## config.mk

```make
export PLATFORM = sky130hd
export DESIGN_NAME = sram_rw_ctrl
export DESIGN_NICKNAME = d
export VERILOG_FILES = /design/src/rtl/sram_pkg.sv /design/src/rtl/sram_rsp_fifo.sv /design/src/rtl/sram_rw_ctrl.sv
export SDC_FILE = /design/constraint.sdc
export NUM_CORES = 1
export LEC_CHECK = 0
export BUFFER_PORTS_ARGS = -buffer_cell sky130_fd_sc_hd__buf_2
export CORE_MARGIN = 4
export CORE_UTILIZATION = 56
export DETAILED_ROUTE_END_ITERATION = 10
export HOLD_SLACK_MARGIN = 0.12
export PLACE_DENSITY = 0.84
export SYNTH_ARGS = -nofsm -noshare
export SYNTH_HDL_FRONTEND = slang
export SYNTH_SLANG_ARGS = --single-unit
```

## constraint.sdc

```tcl
create_clock -name RW0_clk -period 7.8 [get_ports RW0_clk]
set_input_delay 1.17 -clock RW0_clk [delete_from_list [all_inputs] [get_ports RW0_clk]]
set_output_delay 1.17 -clock RW0_clk [all_outputs]
set_load 0.005 [all_outputs]
```

## src/rtl/sram_pkg.sv

```systemverilog
// sram_pkg: settings shared by the SRAM request controller, its response FIFO
// and the sram_wrapper it drives.
//   SRAM_ADDR_W / SRAM_DATA_W / SRAM_RD_LAT : geometry and read latency of the macro
//   sram_req_t                              : one client command {wmode, addr, wdata}
package sram_pkg;

  localparam int unsigned SRAM_ADDR_W = 10;
  localparam int unsigned SRAM_DATA_W = 8;
  localparam int unsigned SRAM_RD_LAT = 2;

  typedef struct packed {
    logic                   wmode;
    logic [SRAM_ADDR_W-1:0] addr;
    logic [SRAM_DATA_W-1:0] wdata;
  } sram_req_t;

endpackage

```

## src/rtl/sram_rsp_fifo.sv

```systemverilog
// sram_rsp_fifo: DATA_W x DEPTH synchronous FIFO that holds read responses.
//   clk_i, rst_ni      : clock, asynchronous active-low reset
//   push_i, wdata_i    : write side
//   pop_i              : read side; rdata_o is the head entry, 0 when empty
//   full_o, empty_o    : status
//   count_o            : occupancy, 0..DEPTH
// DEPTH must be a power of 2 and at least 2.
module sram_rsp_fifo #(
  parameter int unsigned DATA_W = 8,
  parameter int unsigned DEPTH  = 4
) (
  input  logic                     clk_i,
  input  logic                     rst_ni,
  input  logic                     push_i,
  input  logic [DATA_W-1:0]        wdata_i,
  input  logic                     pop_i,
  output logic [DATA_W-1:0]        rdata_o,
  output logic                     full_o,
  output logic                     empty_o,
  output logic [$clog2(DEPTH):0]   count_o
);

  localparam int unsigned AW = $clog2(DEPTH);

  // Pointers carry one wrap bit above the index so full and empty differ.
  logic [AW:0]       wr_q, wr_d, rd_q, rd_d;
  logic [DATA_W-1:0] mem_q [DEPTH];

  assign empty_o = (wr_q == rd_q);
  assign full_o  = (wr_q[AW] != rd_q[AW]) && (wr_q[AW-1:0] == rd_q[AW-1:0]);
  assign count_o = wr_q - rd_q;
  assign rdata_o = empty_o ? '0 : mem_q[rd_q[AW-1:0]];

  always_comb begin
    wr_d = wr_q;
    rd_d = rd_q;
    if (push_i && !full_o) wr_d = wr_q + 1'b1;
    if (pop_i && !empty_o) rd_d = rd_q + 1'b1;
  end

  always_ff @(posedge clk_i or negedge rst_ni) begin
    if (!rst_ni) begin
      wr_q <= '0;
      rd_q <= '0;
    end else begin
      wr_q <= wr_d;
      rd_q <= rd_d;
    end
  end

  // Storage needs no reset: an entry is only visible after it was written.
  always_ff @(posedge clk_i) begin
    if (push_i && !full_o) mem_q[wr_q[AW-1:0]] <= wdata_i;
  end

endmodule

```

## src/rtl/sram_rw_ctrl.sv

```systemverilog
// sram_rw_ctrl: request-side controller for the RW0 port of one sram_wrapper.
//   RW0_clk, RW0_rst_n              : shared clock, asynchronous active-low reset
//   req_valid/req_ready             : command handshake
//   req_wmode, req_addr, req_wdata  : command (1 = write)
//   rsp_valid/rsp_ready, rsp_rdata  : in-order read responses
//   RW0_addr/wdata/en/wmode         : to sram_wrapper (wdata is registered there)
//   RW0_rdata                       : from sram_wrapper, RD_LAT after the en sample edge
//   busy                            : reads in flight or responses queued
// A command accepted in cycle N reaches RW0 in N+1; a read's data lands in the
// response FIFO after RD_LAT more cycles. A credit gate keeps every read that
// has been accepted guaranteed a FIFO slot, so the FIFO never overflows.
module sram_rw_ctrl
  import sram_pkg::*;
#(
  parameter int unsigned ADDR_W    = SRAM_ADDR_W,
  parameter int unsigned DATA_W    = SRAM_DATA_W,
  parameter int unsigned RD_LAT    = SRAM_RD_LAT,
  parameter int unsigned RSP_DEPTH = 4
) (
  input  logic              RW0_clk,
  input  logic              RW0_rst_n,
  input  logic              req_valid,
  output logic              req_ready,
  input  logic              req_wmode,
  input  logic [ADDR_W-1:0] req_addr,
  input  logic [DATA_W-1:0] req_wdata,
  output logic              rsp_valid,
  input  logic              rsp_ready,
  output logic [DATA_W-1:0] rsp_rdata,
  output logic [ADDR_W-1:0] RW0_addr,
  output logic [DATA_W-1:0] RW0_wdata,
  output logic              RW0_en,
  output logic              RW0_wmode,
  input  logic [DATA_W-1:0] RW0_rdata,
  output logic              busy
);

  localparam int unsigned CW = $clog2(RSP_DEPTH) + 1;
  localparam logic [CW:0] DEPTH_C = (CW+1)'(RSP_DEPTH);

  logic              accept, rd_accept, push, pop;
  logic              en_q, en_d, wmode_q, wmode_d;
  logic [ADDR_W-1:0] addr_q, addr_d;
  logic [RD_LAT-1:0] pipe_q, pipe_d;
  logic [CW-1:0]     inflight_q, inflight_d;
  logic [CW-1:0]     fifo_count;
  logic              fifo_full, fifo_empty;
  logic [CW:0]       credits_used;

  assign accept    = req_valid & req_ready;
  assign rd_accept = accept & ~req_wmode;

  // The wrapper registers wdata itself, so it is presented in the accept cycle.
  assign RW0_wdata = req_wdata;
  assign RW0_en    = en_q;
  assign RW0_addr  = addr_q;
  assign RW0_wmode = wmode_q;

  // Gate uses registered state only; a pop frees its credit one cycle later.
  assign credits_used = {1'b0, inflight_q} + {1'b0, fifo_count};
  assign req_ready    = (credits_used < DEPTH_C);

  // Tail of the marker pipe lines up with RW0_rdata for that read.
  assign push = pipe_q[RD_LAT-1];
  assign pop  = rsp_valid & rsp_ready;

  assign busy = (inflight_q != '0) | (fifo_count != '0);

  always_comb begin
    en_d       = accept;
    addr_d     = accept ? req_addr  : addr_q;
    wmode_d    = accept ? req_wmode : wmode_q;
    pipe_d     = pipe_q << 1;
    pipe_d[0]  = en_q & ~wmode_q;
    inflight_d = inflight_q + CW'(rd_accept) - CW'(push);
  end

  always_ff @(posedge RW0_clk or negedge RW0_rst_n) begin
    if (!RW0_rst_n) begin
      en_q       <= 1'b0;
      addr_q     <= '0;
      wmode_q    <= 1'b0;
      pipe_q     <= '0;
      inflight_q <= '0;
    end else begin
      en_q       <= en_d;
      addr_q     <= addr_d;
      wmode_q    <= wmode_d;
      pipe_q     <= pipe_d;
      inflight_q <= inflight_d;
    end
  end

  sram_rsp_fifo #(
    .DATA_W (DATA_W),
    .DEPTH  (RSP_DEPTH)
  ) u_rsp_fifo (
    .clk_i   (RW0_clk),
    .rst_ni  (RW0_rst_n),
    .push_i  (push & ~fifo_full),
    .wdata_i (RW0_rdata),
    .pop_i   (pop),
    .rdata_o (rsp_rdata),
    .full_o  (fifo_full),
    .empty_o (fifo_empty),
    .count_o (fifo_count)
  );

  assign rsp_valid = ~fifo_empty;

endmodule

```

==> impl_metrics.toml <==
[critical_path]
crit_top_cell = "ha_1"
critPathKind = "reg -> out"
arrival_ns = 2.70
crit_path_start_kind = "register"
cp.required_ns = 6.63
crit_family = "adder cells"
critPathCaptureType = "primary output"
crit_buf_inv = 2
crit_slowest_cell = "dfrtp_1"
r2r_slack_ns = 4.06
max_stage_delay_ns = 0.73
crit_chain = "ha_1, inv_1, fa_1, xnor2_1, ha_1, nor4b_1, buf_2"
cp_max_fo = 11

[global_route]
grt_pass1_vias = 1433
overflow = 0
grt_max_degree = 24
grt_pass1_wl_mm = 6.56
grt_antenna_before_repair = 0
met1_usage_pct = 19.1
gr-usage-met3_pct = 5.34
grtUsageTotal_pct = 16.4
grt-busiest-layer = "met2"
use_met2_pct = 28.1

[sta]
rsz0062_at_grt = "no"
tns_ns = 0
fmax_mhz = 259
final.min_clock_period_ns = 3.87
final_max_slew_viol_count = 0
relSlewSlack_pct = 56.4
hold_viol_final = 0
setup_viol_count_final = 0
tightest_slew_ns = 0.651
fin_crit_sh_pct = 49.6
finClkSkew_ns = 0.00330

[floorplan]
core_um2 = 4090
ios = 62
placementRows = 23
start_util_pct = 59.1
fp.dieArea_um2 = 5430
die_y_um = 73.7
die_x_um = 73.7

[pwr]
pwr-share-comb_pct = 44.9
p_per_area_nw_per_um2 = 398
irDropWorstVdd_mv = 0.238
p_total_mw = 1.08
p_leak_nw = 1.12
swShare_pct = 34.5
p_int_uw = 707
p_switching_uw = 373
p_seq_share_pct = 41.2
clkPwrFrac_pct = 13.9

[clock_tree]
cts_tree = "done"
clock_path_buffers = 2
cts_buffers = 5
cts_sinks = 55
cts-resized-gates = 0
post_cts_buffers = 0
ctsHoldBuffers = 0
htree_levels = 2
clock-root-buffer = "clkbuf_8"
cts.clk_slew.worst_paths_ns = 0.09
clkLatencyLatePin_ns = 0.30

[yosys]
avgSynthCellArea_um2 = 16.1
yosys.area_share.simple_pct = 5.96
synthAdderAreaFrac_pct = 7.35
netlist_instances = 150
netlist_area_um2 = 2420
synth.largest_area_cell = "edfxtp_1"
synth_xor_area_share_pct = 2.49
post_synth_num_cell_types = 24
synth_compound_area_share_pct = 1.61
async_flop_share_pct = 41.8
ys_top_cells_by_area = "edfxtp_1, dfrtp_1, mux4_2"
ys.flop_type = "edfxtp_1"
synth_top_cell_area_share_pct = 39.8
yosysSeqAreaShare_pct = 63.6
syn_nets = 194
synth_seq_cells = 55
synth_edf_count = 32
yosys_warnings = 0
synthMuxAreaShare_pct = 14.0
synth_top_family_by_area = "multiplexers"

[routing]
ant_nets = 0
wl_per_cell_um = 16.3
drtPass1Iterations = 4
num_vias = 1302
drtIter0Drc = 100
drc_errors = 0
viasPerCell = 5.38
routed_wl_mm = 3.95

[placement]
portBuffers = 45
gp_congestion = 0.783
hpwl_mm = 3.01

[cells_and_area]
syn2layout_area_growth_pct = 12.2
nets = 235
drive_gt1_share_pct = 39.6
antennaDiodeCount = 0
n_fill_cell = 301
postLayoutCoreUtil_pct = 66.4

[run_status]
outcome = "completed"

[hold_path]
hp-class = "reg -> reg"

[job]
drv_cap = 0
[final timing paths]
check,startpoint,to,depth (start not counted)
max,u_rsp_fifo.rd_q[0],req_ready,7
min,pipe_q[0],pipe_q[1],0
max reg2reg,u_rsp_fifo.rd_q[0],inflight_q[2],13
min reg2reg,pipe_q[0],pipe_q[1],0
max in group asynchronous,RW0_rst_n,u_rsp_fifo.rd_q[0],1
min in group asynchronous,RW0_rst_n,RW0_en,1
[flip-flops by register name, summed over array words and instances (netlist names)]
register          flops
RW0_addr             10
RW0_en                1
u_rsp_fifo.rd_q       3
u_rsp_fifo.mem_q     32
u_rsp_fifo.wr_q       3
inflight_q            3
RW0_wmode             1
pipe_q                2
[metal layers]
metal | part of all wire (%) | vias to the layer above
li1 | - | 607
met1 | 38 | 639
met2 | 52 | 48
met3 | 8.5 | 8
met4 | 1.5 | 0
met5 | 0 | -
[Yosys cell counts (all sizes together) (3+ instances only)]
library cell	count
and2	4
ha	11
mux2	14
a31oi	3
mux4	8
nor2	3
buf	10
dfrtp	23
nand2	4
nor2b	9
xnor2	5
edfxtp	32
inv	11
[area by class of cell]
| class | count | area, µm² | area share [%] |
|---|---|---|---|
| Multi-Input combinational cell | 73 | 758 | 28.0 |
| Clock buffer | 5 | 68.8 | 2.54 |
| Clock inverter | 3 | 18.8 | 0.692 |
| Tap cell | 50 | 62.6 | 2.31 |
| Inverter | 11 | 41.3 | 1.52 |
| Sequential cell | 55 | 1540 | 56.7 |
| Timing Repair Buffer | 45 | 225 | 8.31 |
[stage by stage]
step	area (µm²)	cells	hold WS (ns)	worst slack (ns)
6_report	2710	242	0.363	3.93
5_1_grt	2710	242	0.373	3.70
4_1_cts	2710	242	0.374	3.91
3_5_place_dp	2620	234	0.348	4.05
3_3_place_gp	2620	234	0.336	4.17
2_1_floorplan	2420	150	0.331	4.55
[cell usage in the layout, fill, tap and decap left out, drive strengths merged, types with 2 or more instances in the layout]
| cell | instances |
|---|---|
| ha | 11 |
| nand2 | 4 |
| clkbuf | 5 |
| nor2b | 9 |
| dfrtp | 23 |
| mux4 | 8 |
| xnor2 | 5 |
| mux2 | 14 |
| nor2 | 3 |
| nor4b | 2 |
| fa | 2 |
| inv | 12 |
| and2 | 4 |
| edfxtp | 32 |
| buf | 45 |
| a21oi | 2 |
| o21ai | 2 |
| a31oi | 3 |
[logic make-up after synthesis]
| logic type | Yosys count |
|---|---|
| DFF | 55 |
| and+or+nand+nor | 25 |
| buffers and inverters | 22 |
| muxes | 22 |
| adders and majority gates | 13 |
| AOI/OAI and AO/OA | 7 |
| xor gates and xnor gates | 6 |
[power by group through the flow]
stage	clock network [mW]	registers [mW]	logic (mW)
floorplan	0	0.426	0.369
global placement	0	0.447	0.456
detailed placement	0	0.452	0.495
CTS	0.154	0.447	0.493
global route	0.170	0.458	0.547
finish	0.150	0.445	0.485
Power figures use the tool's default switching activity.
